## src/rtl/ifft_sdf_stage.sv

```systemverilog
// Radix-2 single-path delay-feedback stage for the inverse transform.
// Emits halved butterfly sums directly and replays halved differences,
// optionally rotated by +j, during the following frame's first half.
module ifft_sdf_stage #(
  parameter int unsigned DEPTH = 4,
  parameter bit          ROT   = 1'b0,
  parameter int unsigned n     = 16
) (
  input  logic             clk,
  input  logic             clear,
  input  logic [n-1:0]     din,
  input  logic             in_valid,
  output logic [n/2-1:0]   dout_r,
  output logic [n/2-1:0]   dout_im,
  output logic             out_valid,
  output logic             out_sof
);

  localparam int unsigned HW = n / 2;
  localparam int unsigned CW = $clog2(DEPTH) + 1;
  localparam int unsigned KW = CW - 1;

  // (a +/- b) at HW+1 bits, arithmetic shift right by one (floor)
  function automatic logic [HW-1:0] half_op(input logic [HW-1:0] a,
                                            input logic [HW-1:0] b,
                                            input logic          sub);
    logic [HW:0] ea;
    logic [HW:0] eb;
    logic [HW:0] e;
    ea = {a[HW-1], a};
    eb = {b[HW-1], b};
    e  = sub ? (ea - eb) : (ea + eb);
    return e[HW:1];
  endfunction

  // Two's-complement negation; the most negative value saturates
  function automatic logic [HW-1:0] sat_neg(input logic [HW-1:0] x);
    if (x == {1'b1, {(HW-1){1'b0}}}) return {1'b0, {(HW-1){1'b1}}};
    return ~x + HW'(1);
  endfunction

  logic [CW-1:0] r_cnt;
  logic          r_primed;
  logic [HW-1:0] r_dl_re [DEPTH];
  logic [HW-1:0] r_dl_im [DEPTH];

  logic          w_phase;
  logic [KW-1:0] w_k;
  logic [HW-1:0] w_in_re, w_in_im;
  logic [HW-1:0] w_head_re, w_head_im;
  logic          w_rot;
  logic [HW-1:0] w_emit_re, w_emit_im;
  logic [HW-1:0] w_push_re, w_push_im;

  assign w_phase   = r_cnt[CW-1];
  assign w_k       = r_cnt[KW-1:0];
  assign w_in_re   = din[n-1:HW];
  assign w_in_im   = din[HW-1:0];
  assign w_head_re = r_dl_re[0];
  assign w_head_im = r_dl_im[0];
  assign w_rot     = ROT && (w_k >= KW'(DEPTH / 2));

  // Select the sample to emit and the value to feed back into the delay line
  always_comb begin
    w_emit_re = w_head_re;
    w_emit_im = w_head_im;
    w_push_re = w_in_re;
    w_push_im = w_in_im;
    if (w_phase) begin
      w_emit_re = half_op(w_head_re, w_in_re, 1'b0);
      w_emit_im = half_op(w_head_im, w_in_im, 1'b0);
      w_push_re = half_op(w_head_re, w_in_re, 1'b1);
      w_push_im = half_op(w_head_im, w_in_im, 1'b1);
    end else if (w_rot) begin
      w_emit_re = sat_neg(w_head_im);
      w_emit_im = w_head_re;
    end
  end

  // Sample counter and primed flag; counter wraps naturally at 2*DEPTH
  always_ff @(posedge clk or negedge clear) begin
    if (!clear) begin
      r_cnt    <= '0;
      r_primed <= 1'b0;
    end else if (in_valid) begin
      r_cnt    <= r_cnt + CW'(1);
      r_primed <= r_primed | w_phase;
    end
  end

  // Delay line: FIFO of DEPTH samples, head at index 0
  always_ff @(posedge clk or negedge clear) begin
    if (!clear) begin
      for (int unsigned i = 0; i < DEPTH; i++) begin
        r_dl_re[i] <= '0;
        r_dl_im[i] <= '0;
      end
    end else if (in_valid) begin
      for (int unsigned i = 0; i < DEPTH - 1; i++) begin
        r_dl_re[i] <= r_dl_re[i+1];
        r_dl_im[i] <= r_dl_im[i+1];
      end
      r_dl_re[DEPTH-1] <= w_push_re;
      r_dl_im[DEPTH-1] <= w_push_im;
    end
  end

  // Registered output sample and flags; data holds while stalled
  always_ff @(posedge clk or negedge clear) begin
    if (!clear) begin
      dout_r    <= '0;
      dout_im   <= '0;
      out_valid <= 1'b0;
      out_sof   <= 1'b0;
    end else if (in_valid) begin
      dout_r    <= w_emit_re;
      dout_im   <= w_emit_im;
      out_valid <= r_primed | w_phase;
      out_sof   <= w_phase && (w_k == '0);
    end else begin
      out_valid <= 1'b0;
      out_sof   <= 1'b0;
    end
  end

endmodule

```

## config.mk

```make
export PLATFORM = sky130hd
export DESIGN_NAME = ifft_sdf_stage
export DESIGN_NICKNAME = d
export VERILOG_FILES = /design/src/rtl/ifft_sdf_stage.sv
export SDC_FILE = /design/constraint.sdc
export NUM_CORES = 1
export LEC_CHECK = 0
export CORE_MARGIN = 4
export CORE_UTILIZATION = 55
export CTS_BUF_LIST = sky130_fd_sc_hd__clkbuf_8
export DETAILED_ROUTE_END_ITERATION = 6
export PLACE_DENSITY_LB_ADDON = 0.3
export RECOVER_POWER = 25
export SLEW_MARGIN = 20
export SYNTH_ARGS = -nofsm -noshare
export SYNTH_HDL_FRONTEND = slang
export SYNTH_SLANG_ARGS = --single-unit
```

## constraint.sdc

```tcl
create_clock -name clk -period 1.89 [get_ports clk]
set_input_delay 0.2835 -clock clk [delete_from_list [all_inputs] [get_ports clk]]
set_output_delay 0.2835 -clock clk [all_outputs]
set_load 0.02 [all_outputs]
```

======== Yosys cells after proc, flatten, opt, wreduce, memory -nomap -nowiden ========
Index checks and enable logic that the tools add are counted.
cells by class
  add/subtract/negate cells ............... 5
  multiply operators ...................... 0
  divide/modulo/power cells ............... 0
  magnitude comparators ................... 0
  equal/unequal tests ..................... 0
  shift-type cells ........................ 0
  multiplexer cells ....................... 6
  bitwise logic cells ..................... 1
  reductions and logical operators ........ 2
operators by type and width
  cell                                                            count
  8-bit two-way mux                                               4
  8-bit by 8-bit adder with 9-bit output                          2
  8-bit by 8-bit subtractor with 9-bit output                     2
  3-bit by 1-bit adder with 3-bit output (second input constant)  1
  2-bit logical NOT                                               1
  1-bit two-way mux                                               2
  1-bit logical AND                                               1
  1-bit OR                                                        1
storage, ports and cells
  register bits ........................... 86
  latch bits .............................. 0
  RAM bits ................................ 0
  ROM bits ................................ 0
  input port bits ......................... 19
  output and inout bits ................... 18
  logic and storage cells ................. 28
  memories ................................ 0

======== Logic depth before layout (Yosys ltp) ========
  depth in word-level cells ............... 3
  mapped depth ............................ 8
  gate-level depth less buffers ........... 7

======== Worst setup path after synthesis ========
No wires, ideal clock.
  path kind ............................... register -> register
  start ................................... register r_dl_re (netlist bit w_head_re[1])
  end ..................................... register dout_r[5]
  library setup time ...................... 0.069 ns
  arrival time ............................ 1.813 ns
  required time ........................... 1.821 ns
  slack ................................... 0.008 ns
  stages on the path, launching flop included .. 8
  buffers on the path ..................... 0
  period minus slack after synthesis ...... 1.882 ns
  path through ............................ dfrtp_1 > inv_1 > fa_1 > o21bai_1 > a21oi_1 > o31ai_1 > mux2_2 > nand3_1
between the ends
  cells in the longest elaborated chain, start to end .. 2
RTL lines
  what                                    line  RTL
  from (decl)                             44    logic [HW-1:0] r_dl_re [DEPTH];
  from (signal, indexed assignment)       100   r_dl_re[i] <= r_dl_re[i+1];
  from (signal, indexed assignment)       103   r_dl_re[DEPTH-1] <= w_push_re;
  8-bit by 8-bit adder with 9-bit output  n/a
  8-bit two-way mux                       69    if (w_phase) begin
  to (signal assigned)                    116   dout_r <= w_emit_re;
  to (decl)                               13    output logic [n/2-1:0] dout_r,
No other way between the ends.
A chain may end at the register's enable or synchronous reset.

======== Worst setup path after layout ========
  start ................................... register r_dl_re (netlist bit w_head_re[2])
  end ..................................... register dout_r[3]
Same word-level chain as after synthesis.

==> results.cfg <==
[sta]
period_needed_ps = 1892
rsz0062_at_grt = yes
finalHoldViolCount = 0
max_freq_mhz = 528.4
slew-limit-headroom_pct = 18.36
worst-slew-pin-transition_ps = 1225
fin_skew_ps = 9.818
period_share_pct = 100.1
setup_viol = 1
finalWorstSetupSlack_ps = -2.482
whs_ps = 368.4
slew_viol_final = 0

[cells_and_area]
syn_to_final_growth_pct = 28.05
register_area_sq_mm = 0.002155
multi_input_area_sq_mm = 0.002680
antenna_cells = 0
post-route-util_pct = 74.00
fillCellCount = 560
fin_nets = 592
stdcell_count = 649
drive_gt1_share_pct = 34.56

[power]
fin_total_pwr_mw = 10.09
ir_drop_mv = 0.9187
power.leakage_nw = 2.775
power_density_mw_per_mm2 = 1627

[setup_path]
crit_top_cell = buf_4
path_buf_inv = 2
critPathMaxStageDelay_ps = 420
cp_data_required_time_ps = 2130
crit_path_start = w_head_re[2]
cp-end-kind = register
worstPathMaxFanout = 3
critPathKind = register to register
arrival_ps = 2130
critPathTopFamily = compound AO/OA/AOI/OAI gates
cpMaxStageDelayCell = dfrtp_1
r2r_slack_ps = -2
r2r-start = w_head_re[2]
startpoint_type = register
worstPathCellList = buf_4 > ha_1 > o21bai_4 > a21oi_2 > buf_4 > xnor2_2 > a21oi_1 > mux2_2

[synth]
synthTopCellsByArea = dfrtp_1 44%, mux2_2 13%, ha_1 7.7%
synthArstFlopShare_pct = 100.0
synth_area_leader_cell = dfrtp_1
yosysTopAreaCellShare_pct = 44.43
synth_commonest_cells = 86 x dfrtp_1, 58 x mux2_2, 32 x inv_1, 31 x a21oi_1, 30 x ha_1
ys_warn_count = 0
synth_most_common_cell = dfrtp_1
ys_ff_latch = 86
syn-num-nets = 501
synth_edf_count = 0
synth.avg_cell_area_sq_um = 10.81
syn_area_sq_mm = 0.004843
ys_seq_area_share_pct = 44.43
synth_cells = 448
synth_cell_types = 47
synth-main-ff-cell = dfrtp_1

[detailed_routing]
met2_length_um = 5394
drc_errors = 0
via_count = 3645
vias_per_cell = 5.616
wl_per_cell_um = 16.32
routed_wirelength_um = 10590
routed.top_layer = met4
antenna_left = 0
detail_route.iter0.violations = 180
met1_length_um = 4760
firstDrtPassIters = 5
wl_met3_um = 334

[cts]
h-tree-depth = 3
clk_pin_slew_ps = 90
cts_buffer_depth = 2
cts_sinks = 86
cts_tree = built
insertion_delay_ps = 350
cts_made_buffers = 9
clockRootBuffer = clkbuf_8

[global_routing]
grt_pass1_vias = 3771
grt.total_usage_pct = 21.43
grt_max_degree = 97
grt_pass1_wl_um = 17670
antenna_found_initial = 0
grt_remaining_overflow = 0

[placement]
gp_congestion = 0.9115
portBuffers = 36
dp.final_hpwl_um = 6988
post-place-cells = 631

[floorplanning]
io_pins = 37
core_region_area_sq_mm = 0.008382
die_h_um = 101.8
initial_core_util_pct = 57.78
dieArea_sq_mm = 0.01037
die_x_um = 101.8
rows = 33

[outcome]
status = finished with violations
violations = setup timing

[worst_hold_path]
worst_hold_startpoint = din[0]
hp-class = input pin to register

[run]
maxCapViolCount = 0
[per-stage QoR]
step           setup TNS (ps)  setup WS, ps  cell area [sq um]
6_report               -2.482        -2.482               6202
5_1_grt                -255.1        -66.96               6202
4_1_cts                -40.15        -22.35               6096
3_5_place_dp           -11090        -657.8               5743
3_3_place_gp           -10530        -547.4               5743
2_1_floorplan               0         8.289               4843
[layer usage]
metal	GRT usage, %	vias up
met3	3.618	12
li1	-	1745
met1	28.67	1817
met5	0	-
met4	5.752	0
met2	36.42	71
[registers in the layout, indices dropped and copies added, names as in the netlist]
| signal | count |
|---|---|
| dout_im | 8 |
| dout_r | 8 |
| out_sof | 1 |
| out_valid | 1 |
| r_cnt | 3 |
| r_dl_im | 24 |
| r_dl_re | 24 |
| r_primed | 1 |
| w_head_im | 8 |
| w_head_re | 8 |
[cells in the final DEF (no fill, tap or decap), types with 3 or more instances in the layout]
cell type / n
dfrtp_1: 84
buf_4: 66
mux2_2: 57
inv_1: 31
clkdlybuf4s50_1: 30
nor2_1: 27
a21oi_1: 25
ha_1: 24
nand3_1: 18
nand3b_1: 16
o21ai_0: 14
nand2b_1: 12
nand2_1: 10
xnor2_1: 10
clkbuf_8: 9
a21o_1: 6
mux2i_1: 6
a21oi_2: 6
ha_4: 6
inv_2: 5
o211ai_1: 4
o31ai_1: 4
fa_2: 4
o21a_1: 3
a211o_1: 3
o221ai_1: 3
nor2_2: 3
nor2b_1: 3
nor3_1: 3
[logic make-up after synthesis]
| group | synth area share [%] |
|---|---|
| compound gates | 11.13 |
| xor+xnor | 2.351 |
| fa+ha+maj | 9.403 |
| buf+inv | 5.192 |
| flops | 44.43 |
| mux | 15.19 |
| simple gates | 12.30 |
[final timing paths]
kind                                end  cells past startpoint
setup / recovery              dout_r[3]                      8
hold / removal               r_dl_im[0]                      3
setup reg to reg              dout_r[3]                      8
hold reg to reg                r_primed                      1
max in group asynchronous  w_head_im[1]                      3
min in group asynchronous    dout_im[7]                      2
[worst register-to-register path, cell delays in order (launching register included)]
cell	delay, ps
dfrtp_1	420
buf_4	160
ha_1	210
o21bai_4	190
a21oi_2	210
buf_4	160
xnor2_2	90
a21oi_1	80
mux2_2	270
[area by class of cell]
cell class / instances / area share (%)
flip-flops and latches: 86 / 34.74
clock buffers: 9 / 1.997
inverters: 32 / 1.937
well taps: 105 / 2.118
multi-input cells: 303 / 43.21
repair buffers: 107 / 14.65
clock inverters: 7 / 1.352
[timing repair]
| item | CTS | global route |
|---|---|---|
| hold buffers | 1 | 0 |
| cloned | 0 | 0 |
| setup endpoints to repair | 19 | 17 |
| pin swaps | 10 | 13 |
| buffers inserted | 1 | 0 |
| gates resized for setup | 29 | 25 |
| hold endpoints to repair | 35 | 0 |
[report_power, final]
part	internal (mW)	total [mW]	switching, mW
clock	0.729	1.37	0.643
sequential	2.72	3.28	0.567
combinational	2.86	5.44	2.58
Power figures use the tool's default switching activity.
